File: src/rtl/jhash_mix_stage_if.sv
// jhash_mix_stage_if: word bus for one lookup3 mix step.
// The master supplies the three words and the rotate amount; the slave returns the mixed words.
interface jhash_mix_stage_if;
    logic [31:0] a;
    logic [31:0] b;
    logic [31:0] c;
    logic [4:0]  shift;
    logic [31:0] OA;
    logic [31:0] OB;
    logic [31:0] OC;
    modport master (output a, b, c, shift, input OA, OB, OC);
    modport slave  (input a, b, c, shift, output OA, OB, OC);
endinterface

File: src/rtl/jhash_mix_stage.sv
// jhash_mix_stage: one lookup3 mix step, x -= z; x ^= rotl(z, k); z += y.
// OUT_REG selects a zero-latency combinational path or a one-cycle registered path.
module jhash_mix_stage #(
    parameter bit OUT_REG = 1'b0
) (
    input logic               clk,
    input logic               rst,
    jhash_mix_stage_if.slave  bus
);
    logic [31:0] w_rot;
    logic [31:0] w_oa;
    logic [31:0] w_oc;
    // A shift of 32 yields zero, so k = 0 collapses to c itself.
    assign w_rot = (bus.c << bus.shift) | (bus.c >> (6'd32 - {1'b0, bus.shift}));
    assign w_oa  = (bus.a - bus.c) ^ w_rot;
    assign w_oc  = bus.c + bus.b;
    generate
        if (OUT_REG) begin : g_reg
            logic [31:0] r_oa;
            logic [31:0] r_ob;
            logic [31:0] r_oc;
            always_ff @(posedge clk or posedge rst) begin
                if (rst) begin
                    r_oa <= '0;
                    r_ob <= '0;
                    r_oc <= '0;
                end else begin
                    r_oa <= w_oa;
                    r_ob <= bus.b;
                    r_oc <= w_oc;
                end
            end
            assign bus.OA = r_oa;
            assign bus.OB = r_ob;
            assign bus.OC = r_oc;
        end else begin : g_comb
            logic w_unused;
            assign w_unused = ^{clk, rst};
            assign bus.OA   = w_oa;
            assign bus.OB   = bus.b;
            assign bus.OC   = w_oc;
        end
    endgenerate
endmodule

File: src/flat_wrapper.sv
// flat-port wrapper written by rule: the top's interface ports become plain ports
module jhash_mix_stage_flat 
#(
    parameter bit OUT_REG = 1'b0
)
  (clk, rst, bus_a, bus_b, bus_c, bus_shift, bus_OA, bus_OB, bus_OC);
  jhash_mix_stage_if bus_i ();
  input logic clk;
  input logic rst;
  input wire logic [$bits(bus_i.a)-1:0] bus_a;
  input wire logic [$bits(bus_i.b)-1:0] bus_b;
  input wire logic [$bits(bus_i.c)-1:0] bus_c;
  input wire logic [$bits(bus_i.shift)-1:0] bus_shift;
  output wire logic [$bits(bus_i.OA)-1:0] bus_OA;
  output wire logic [$bits(bus_i.OB)-1:0] bus_OB;
  output wire logic [$bits(bus_i.OC)-1:0] bus_OC;
  assign bus_i.a = bus_a;
  assign bus_i.b = bus_b;
  assign bus_i.c = bus_c;
  assign bus_i.shift = bus_shift;
  assign bus_OA = bus_i.OA;
  assign bus_OB = bus_i.OB;
  assign bus_OC = bus_i.OC;
  jhash_mix_stage #(.OUT_REG(OUT_REG)) u_core (.clk(clk), .rst(rst), .bus(bus_i));
endmodule
File: config.mk
export PLATFORM = sky130hd
export DESIGN_NAME = jhash_mix_stage_flat
export DESIGN_NICKNAME = d
export VERILOG_FILES = /design/src/rtl/jhash_mix_stage_if.sv /design/src/rtl/jhash_mix_stage.sv /design/src/flat_wrapper.sv
export SDC_FILE = /design/constraint.sdc
export NUM_CORES = 1
export LEC_CHECK = 0
export ABC_AREA = 1
export CAP_MARGIN = 10
export CORE_UTILIZATION = 50
export DETAILED_ROUTE_END_ITERATION = 10
export PLACE_DENSITY = 0.92
export SLEW_MARGIN = 20
export SYNTH_ARGS = -nofsm -noshare
export SYNTH_HDL_FRONTEND = slang
export SYNTH_SLANG_ARGS = --single-unit
File: constraint.sdc
create_clock -name vclk -period 4.5
set_input_delay 0.45 -clock vclk [all_inputs]
set_output_delay 0.45 -clock vclk [all_outputs]
set_load 0.01 [all_outputs]
Word-level counts from Yosys, hierarchy flattened
Index checks and enable logic that the tools add are counted.
{ "word_totals": {"input_bits": 103, "regBits": 0, "elab_cells": 7, "output_inout_bits": 96} }
{ "op_classes": {"n_shift": 2, "bitwise_logic": 2, "n_addsub": 3} }
{ "ops": {"columns": ["operator", "count"], "rows": [
  ["32-bit adder", 1],
  ["32-bit bitwise OR", 1],
  ["32-bit by 5-bit << shifter with 32-bit output", 1],
  ["32-bit by 6-bit right shift with 32-bit output", 1],
  ["32-bit subtractor", 1],
  ["32-bit bitwise XOR", 1],
  ["6-bit by 5-bit subtractor with 6-bit output, first input constant", 1]
]} }

Depth between registers and ports, before layout
Gate-level depths: netlist of the first run.
{ "logic_depth": {"ltp_word": 4, "ltp_mapped": 16, "ltp_nobuf": 16} }

Least setup slack after synthesis of the first run
OpenSTA, ideal clock, no wires.
{ "synth_path": {"kind": "input to output", "startpoint": "input bus_shift[0]", "endpoint": "output bus_OA[13]", "setup_slack_ns": 1.739, "required_time_ns": 4.050, "path_buffers": 4, "path_stages": 13, "arrival_ns": 2.311, "cell_sequence": "buf_2 -> inv_2 -> buf_2 -> ha_1 -> inv_1 -> buf_2 -> clkbuf_1 -> nand3_1 -> nand3_1 -> nand3_1 -> nand3_1 -> nand3_1 -> xnor2_1"} }
{ "synth_via": {"elab_chain_cells": 4, "word_cells_on_any_way": 5, "classes_between": "1 x add/sub; 2 x shift; 2 x bitwise"} }
{ "synth_rtl": {"columns": ["item", "line_no", "text"], "rows": [
  ["from (decl)", "flat_wrapper.sv:13", "input wire logic [$bits(bus_i.shift)-1:0] bus_shift;"],
  ["6-bit by 5-bit subtractor with 6-bit output", "jhash_mix_stage.sv:14", "assign w_rot = (bus.c << bus.shift) | (bus.c >> (6'd32 - {1'b0, bus.shift}));"],
  ["32-bit by 6-bit right shift with 32-bit output", "jhash_mix_stage.sv:14", null],
  ["32-bit bitwise OR *", "jhash_mix_stage.sv:14", null],
  ["32-bit bitwise XOR *", "jhash_mix_stage.sv:15", "assign w_oa = (bus.a - bus.c) ^ w_rot;"],
  ["to (decl)", "flat_wrapper.sv:14", "output wire logic [$bits(bus_i.OA)-1:0] bus_OA;"]
]} }
Every way passes the cells marked *; elsewhere a longest branch is shown, timed or not.

Worst setup path after layout of the first run
{ "layout_path": {"startpoint": "input bus_shift[1]", "endpoint": "output bus_OA[18]"} }
Same word-level chain as after synthesis.

==> impl_metrics.env, run 1 <==
export IMPL_fin_crit_sh=0.960
export IMPL_crit_chain="clkdlybuf4s50_1, buf_4, nor2_2, nand3_1, nor2_1, inv_1, nand2_1, inv_1, nand3_1, nand2_1, nand2_1, nand2_1, clkdlybuf4s50_1"
export IMPL_initial_core_util=0.514
export IMPL_grt_pass1_wl_um=56700
export IMPL_arrival_ns=3.87
export IMPL_crit_path_top_delay_cell="inv_1"
export IMPL_fmax_mhz=232
export IMPL_placed_cells=2042
export IMPL_leakage_nw=5.55
export IMPL_slowest_delay_ns=0.79
export IMPL_vias_per_cell=5.91
export IMPL_crit_fanout=33
export IMPL_first_pass_iters=8
export IMPL_synth_warnings=0
export IMPL_tns_ns=0
export IMPL_peakVddDrop_mv=0.120
export IMPL_antenna_found_initial=0
export IMPL_grt_max_degree=38
export IMPL_netlist_area_sq_mm=0.00823
export IMPL_hp_start="bus_b[0]"
export IMPL_drive_gt1_frac=0.0186
export IMPL_ant_nets=0
export IMPL_p_per_area_mw_per_mm2=181
export IMPL_postCtsSetupRepairBufs=0
export IMPL_hpwl_um=30500
export IMPL_wl_per_cell_um=18.6
export IMPL_worst_pin_slew_ns=1.09
export IMPL_critical_path_most_common_cell="nand2_1"
export IMPL_final_hold_violation_count=0
export IMPL_die_y_um=130
export IMPL_rows=46
export IMPL_status="completed"
export IMPL_worstPathRequired_ns=4.05
export IMPL_wirelength_um=37900
export IMPL_post_route_min_period_ns=4.32
export IMPL_dieArea_sq_mm=0.0170
export IMPL_drc=0
export IMPL_post_synth_cell_area_avg_sq_um=4.87
export IMPL_first_global_vias=10600
export IMPL_syn_inst=1688
export IMPL_grt_overflow_total=0
export IMPL_flops_and_latches=0
export IMPL_ys_seq_area_frac=0
export IMPL_holdWs_ns=1.81
export IMPL_rsz0062_at_grt="false"
export IMPL_start_kind="input pin"
export IMPL_min_path_type="in -> out"
export IMPL_ys_types=31
export IMPL_ctsResizeCount=0
export IMPL_antenna_cells=0
export IMPL_drtIter0Drc=1606
export IMPL_hold_buffers=0
export IMPL_regArea_sq_um=0
export IMPL_portBuffers=197
export IMPL_gp_congestion=1.05
export IMPL_setup_ws_ns=0.180
export IMPL_setup_viol=0
export IMPL_drv_slew=0
export IMPL_synthToLayoutAreaGrowth_pct=23.7
export IMPL_cp_startpoint="bus_shift[1]"
export IMPL_io_pins=199
export IMPL_post_place_ws_ns=0.287
export IMPL_clockBufferCount=0
export IMPL_vias=12100
export IMPL_fin_nets=1997
export IMPL_cp_end_kind="output port"
export IMPL_grtUsageTotal=0.438
export IMPL_syn_num_nets=1857
export IMPL_slew_headroom=0.275
export IMPL_die_w_um=130
export IMPL_instances_no_fill=2042
export IMPL_crit_type="in -> out"
export IMPL_drv_cap=0
export IMPL_core_area_sq_mm=0.0160
## placed cells by master, fill, tap and decap left out, drive strengths merged
cell,count
nor3,9
and2,2
clkdlybuf4s50,197
o21ai,34
xor2,28
or2,1
nand3,459
nand2,550
o21a,5
fa,2
nand4,20
buf,26
ha,64
nor2,89
o21bai,3
a21oi,66
nor4,4
xnor2,16
and3,2
a21o,4
o211ai,8
inv,230
nand3b,7
## synth_stat cells
library cell,count,area share
nor3_2,1,0.0012
xnor2_1,15,0.016
nand2_1,549,0.25
inv_1,228,0.10
a21o_1,4,0.0037
and2_1,2,0.0015
buf_1,8,0.0037
nor2_2,1,0.00076
nand3_1,459,0.28
and3_1,2,0.0015
nor2_1,88,0.040
clkbuf_1,14,0.0064
nand3b_1,7,0.0064
nor4_1,4,0.0030
o21a_1,5,0.0046
o211ai_1,8,0.0073
xnor2_2,1,0.0020
or2_2,1,0.00076
nand4_1,20,0.015
inv_2,2,0.00091
nor3_1,8,0.0049
a21oi_1,66,0.040
ha_1,64,0.097
nand2_2,1,0.00076
o21ai_1,1,0.00061
fa_1,2,0.0049
o21ai_0,33,0.020
buf_2,25,0.015
buf_4,38,0.035
xor2_1,28,0.030
o21bai_1,3,0.0027
## power by group
group / internal, mW / switching [mW] / leakage, nW
clock network: 0 / 0 / 0
registers: 0 / 0 / 0
logic: 0.743 / 1.10 / 5.55
total: 0.743 / 1.10 / 5.55
## worst paths after layout
kind              slack, ns  cells after the start         end
setup / recovery       0.18                     13  bus_OA[18]
hold / removal         1.81                      2   bus_OB[0]
## cell families after synthesis
group	Yosys count	synth area share
adder cells (fa/ha/maj)	66	0.102
buffers and inverters	315	0.165
AND/OR/NAND/NOR	1143	0.606
AO/OA/AOI/OAI	120	0.0791
XOR/XNOR	44	0.0478
## metrics by stage
| stage | total power, mW | instance area [sq um] | utilization |
|---|---|---|---|
| after global placement | 1.77 | 10200 | 0.636 |
| after floorplan | 1.05 | 8230 | - |
| after detailed placement | 1.78 | 10200 | 0.636 |
| after global routing | 1.99 | 10200 | 0.636 |
| final | 1.84 | 10200 | 0.636 |
| after CTS | 1.79 | 10200 | 0.636 |
## critical path: cells and delay by family
family | cells | cell delay [ns]
buffers and inverters | 5 | 2.30
AND/OR/NAND/NOR | 8 | 1.09
## routing by layer
| layer | global-route usage | part of all wire | vias to the layer above |
|---|---|---|---|
| li1 | - | - | 5789 |
| met1 | 0.562 | 0.39 | 5329 |
| met2 | 0.702 | 0.43 | 791 |
| met3 | 0.0849 | 0.12 | 150 |
| met4 | 0.208 | 0.056 | 0 |
| met5 | 0 | 0 | - |
## cell type report
class              count  area (sq um)
inverters            230           863
multi-input cells   1373          6880
fillers             1729          5820
repair buffers       223          2170
well taps            216           270
No activity file was read; power rests on OpenSTA's default activity.
==> run 2: changes to the inputs <==
PLACE_DENSITY = 0.81   (was 0.92)
==> run 2 against run 1 <==
Total power is 0.23% higher; critical endpoint is now bus_OA[1]; critical path depth is 1 lower; worst hold slack hardly changed; final area is 0.21% higher; flip-flop and latch count stayed put; combinational power hardly changed; critical path type unchanged; non-clock buffer count is 1 lower; count of clock-buffer cells in the layout stayed put; die area stayed put; via count is 0.54% higher.
==> impl_metrics.env, run 2 (synthesis results as in run 1) <==
export IMPL_status="completed"
export IMPL_grt_pass1_wl_um=57200
export IMPL_crit_type="in -> out"
export IMPL_final_hold_violation_count=0
export IMPL_p_per_area_mw_per_mm2=181
export IMPL_core_area_sq_mm=0.0160
export IMPL_critical_path_top_delay_family="buffers and inverters"
export IMPL_drive_gt1_frac=0.0181
export IMPL_holdWs_ns=1.81
export IMPL_layout_common_cells="nand2_1 (549), nand3_1 (459), inv_1 (228)"
export IMPL_slew_headroom=0.509
export IMPL_flops_and_latches=0
export IMPL_vias_per_cell=5.93
export IMPL_worst_pin_slew_ns=0.737
export IMPL_fillCellCount=1739
export IMPL_gp_congestion=1.05
export IMPL_hpwl_um=31000
export IMPL_worstPathRequired_ns=4.05
export IMPL_peakVddDrop_mv=0.126
export IMPL_ctsResizeCount=0
export IMPL_io_pins=199
export IMPL_drv_slew=0
export IMPL_leakage_nw=5.55
export IMPL_arrival_ns=3.72
export IMPL_first_global_vias=10800
export IMPL_clockBufferCount=0
export IMPL_synthToLayoutAreaGrowth_pct=24.0
export IMPL_slowest_delay_ns=0.73
export IMPL_grt_overflow_total=0
export IMPL_hold_buffers=0
export IMPL_setup_viol=0
export IMPL_wirelength_um=38200
export IMPL_start_kind="input pin"
export IMPL_placed_cell_area_sq_mm=0.0102
export IMPL_regArea_sq_um=0
export IMPL_drv_cap=0
export IMPL_fin_crit_sh=0.927
export IMPL_crit_path_top_delay_cell="clkdlybuf4s50_1"
export IMPL_ant_nets=0
export IMPL_rows=46
export IMPL_final_common_cell="nand2_1"
export IMPL_postCtsSetupRepairBufs=0
export IMPL_crit_chain="clkdlybuf4s50_1, inv_1, nand3_1, nand2_1, nand2_1, nand2_1, inv_1, buf_4, nand3_1, nand3_1, xor2_1, clkdlybuf4s50_1"
export IMPL_first_pass_iters=8
export IMPL_cp_num_buf_inv=5
export IMPL_post_route_min_period_ns=4.17
export IMPL_min_path_type="in -> out"
export IMPL_die_y_um=130
export IMPL_wl_per_cell_um=18.7
export IMPL_initial_core_util=0.514
export IMPL_drc=0
export IMPL_rsz0062_at_grt="false"
export IMPL_crit_fanout=17
export IMPL_fin_nets=1996
export IMPL_portBuffers=197
export IMPL_vias=12100
export IMPL_dieArea_sq_mm=0.0170
export IMPL_grt_max_degree=38
export IMPL_fmax_mhz=240
export IMPL_fin_area_sq_mm=0.0102
export IMPL_antenna_found_initial=1
export IMPL_grtUsageTotal=0.443
export IMPL_die_w_um=130
export IMPL_drtIter0Drc=1334
export IMPL_cp_end_kind="output port"
export IMPL_tns_ns=0
## run 2: changes by cell type in the layout (fill, tap and decap cells not counted)
cell     previous run  this run
xnor2_4             0         1
xnor2_2             1         0
buf_12              0         1
buf_4              26        24
diode_2             0         2
## run 2: path summary, 6_finish.rpt
kind	end	slack (ns)	from	depth (start not counted)
setup / recovery	bus_OA[1]	0.33	bus_shift[2]	12
hold / removal	bus_OB[8]	1.81	bus_b[8]	2
## run 2: area by class of cell
class / instances / area (sq um) / share of cell area
inverters: 230 / 863 / 0.0847
diodes: 2 / 5.00 / 0.000491
repair buffers: 222 / 2170 / 0.213
multi-input cells: 1373 / 6890 / 0.675
well taps: 216 / 270 / 0.0265
## run 2: where the power goes
part / switching, mW / internal [mW] / total, mW
combinational: 1.10 / 0.746 / 1.84
sequential: 0 / 0 / 0
clock: 0 / 0.0000000135 / 0.0000000135
total: 1.10 / 0.746 / 1.84
## run 2: per-stage QoR
stage / worst slack (ns) / instances / power [mW] / util
floorplan: 1.74 / 1688 / 1.05 / -
global placement: 0.290 / 2041 / 1.77 / 0.636
detailed placement: 0.417 / 2041 / 1.79 / 0.637
CTS: 0.395 / 2041 / 1.80 / 0.637
global route: 0.230 / 2041 / 2.00 / 0.637
finish: 0.328 / 2043 / 1.84 / 0.637
## run 2: per-layer routing
metal	global-route usage	part of all wire	routed length, um
met1	0.545	0.38	14600
met2	0.713	0.43	16300
met3	0.110	0.13	4980
met4	0.226	0.061	2320
met5	0	0	0
==> run 3: changes to the inputs <==
ABC_AREA = unset   (was 1)
PLACE_DENSITY = 0.82   (was 0.81)
==> run 3 against run 2 <==
Total power up 1.1%; final area shrank 4.8%; combinational power hardly changed; via count fell by 29%; count of clock-buffer cells in the layout unchanged; final cell count decreased by 34%; largest cell class unchanged; critical endpoint is now bus_OA[30]; first-iteration DRC count decreased by 34%; non-clock buffer count rose by 56; fmax down 4.2%; die area decreased by 10%.
==> impl_metrics.env, run 3 <==
export IMPL_status="completed"
export IMPL_cp_startpoint="bus_a[0]"
export IMPL_flops_and_latches=0
export IMPL_hp_start="bus_b[9]"
export IMPL_critical_path_most_common_cell="buf_4"
export IMPL_hold_buffers=0
export IMPL_first_global_vias=7956
export IMPL_yosysMostFrequentCell="nand2_1"
export IMPL_fin_nets=1340
export IMPL_regArea_sq_um=0
export IMPL_cp_end_kind="output port"
export IMPL_min_path_type="in -> out"
export IMPL_final_common_cell="clkdlybuf4s50_1"
export IMPL_crit_type="in -> out"
export IMPL_slew_headroom=0.539
export IMPL_post_synth_cell_area_avg_sq_um=7.53
export IMPL_grt_max_degree=68
export IMPL_io_pins=199
export IMPL_ys_seq_area_frac=0
export IMPL_fin_area_sq_mm=0.00971
export IMPL_total_power_mw=1.86
export IMPL_synth_warnings=0
export IMPL_netlist_area_sq_mm=0.00736
export IMPL_dieArea_sq_mm=0.0152
export IMPL_vias=8588
export IMPL_crit_chain="clkdlybuf4s50_1, inv_1, ha_1, fa_1, nor2b_1, o21bai_1, a211oi_1, buf_4, buf_4, a211oi_2, o211ai_1, a41oi_2, o21ai_1, buf_4, xnor2_1, clkdlybuf4s50_1"
export IMPL_tns_ns=0
export IMPL_setup_viol=0
export IMPL_leakage_nw=4.25
export IMPL_peakVddDrop_mv=0.0977
export IMPL_initial_core_util=0.522
export IMPL_drv_slew=0
export IMPL_worstPathRequired_ns=4.05
export IMPL_rows=43
export IMPL_ant_nets=0
export IMPL_placed_cell_area_sq_mm=0.00967
export IMPL_clockBufferCount=0
export IMPL_drv_cap=0
export IMPL_drc=0
export IMPL_postCtsSetupRepairBufs=0
export IMPL_holdWs_ns=1.80
export IMPL_cp_num_buf_inv=6
export IMPL_slowest_delay_ns=0.55
export IMPL_layout_common_cells="clkdlybuf4s50_1 (192), nand2_1 (124), buf_4 (78)"
export IMPL_die_y_um=123
export IMPL_synth_area_leaders="mux4_2 (13%), ha_1 (11%), xnor2_1 (7.6%), mux2i_1 (6.8%), nand2_1 (6.3%)"
export IMPL_ys_types=78
export IMPL_gp_congestion=1.00
export IMPL_drtIter0Drc=883
export IMPL_first_pass_iters=6
export IMPL_die_w_um=123
export IMPL_netlist_area_leader_share=0.132
export IMPL_core_area_sq_mm=0.0141
export IMPL_hpwl_um=22000
export IMPL_antenna_cells=0
export IMPL_grt_overflow_total=0
export IMPL_vias_per_cell=6.37
export IMPL_syn_num_nets=1147
export IMPL_post_route_min_period_ns=4.35
export IMPL_ctsResizeCount=0
export IMPL_fin_crit_sh=0.967
export IMPL_synthToLayoutAreaGrowth_pct=31.8
export IMPL_grtUsageTotal=0.345
export IMPL_synth_top_area_cell="mux4_2"
export IMPL_wirelength_um=26900
export IMPL_arrival_ns=3.90
export IMPL_start_kind="input pin"
export IMPL_grt_pass1_wl_um=41000
export IMPL_crit_fanout=4
export IMPL_worst_pin_slew_ns=0.686
export IMPL_drive_gt1_frac=0.136
export IMPL_wl_per_cell_um=20.0
export IMPL_syn_inst=978
export IMPL_rsz0062_at_grt="false"
export IMPL_p_per_area_mw_per_mm2=192
export IMPL_crit_path_top_delay_cell="clkdlybuf4s50_1"
export IMPL_antenna_found_initial=0
export IMPL_critical_path_top_delay_family="buffers and inverters"
export IMPL_portBuffers=197
export IMPL_fmax_mhz=230
export IMPL_final_hold_violation_count=0
export IMPL_synth_common_cells="nand2_1 (124), a21oi_1 (69), nor2_1 (66), ha_1 (64), xnor2_1 (64)"
==> run 3: stage by stage <==
step / instances / utilization / worst slack (ns)
floorplan: 978 / - / 0.796
global route: 1349 / 0.689 / 0.00702
global placement: 1349 / 0.686 / 0.110
CTS: 1349 / 0.686 / 0.0254
finish: 1349 / 0.689 / 0.146
detailed placement: 1349 / 0.686 / 0.0502
==> run 3: final timing paths <==
kind | end | slack, ns | cells after the start
max | bus_OA[30] | 0.15 | 16
min | bus_OB[9] | 1.80 | 2
==> run 3: kinds of logic after synthesis <==
| group | count (synthesis) | share of synthesized area |
|---|---|---|
| and+or+nand+nor | 280 | 0.171 |
| AOI/OAI and AO/OA | 295 | 0.270 |
| muxes | 109 | 0.236 |
| xor gates and xnor gates | 91 | 0.112 |
| adders and majority gates | 66 | 0.114 |
| buffers and inverters | 137 | 0.0965 |
==> run 3: area by class of cell <==
class | count | area [sq um]
timing repair buffer | 278 | 2620
fill | 1226 | 4390
multi-input combinational | 841 | 6680
tap | 180 | 225
inverter | 50 | 188
==> run 3: layer usage <==
layer,GRT usage,up-vias,routed length [um]
met5,0,-,0
met4,0.0889,0,761
met3,0.0263,63,2340
met2,0.561,481,12300
met1,0.490,4036,11500
li1,-,4008,-
==> run 3: report_power, final <==
group	internal, mW	total, mW	switching (mW)	leakage [nW]
sequential	0	0	0	0
clock	0	0	0	0
combinational	0.949	1.86	0.916	4.25
total	0.949	1.86	0.916	4.25
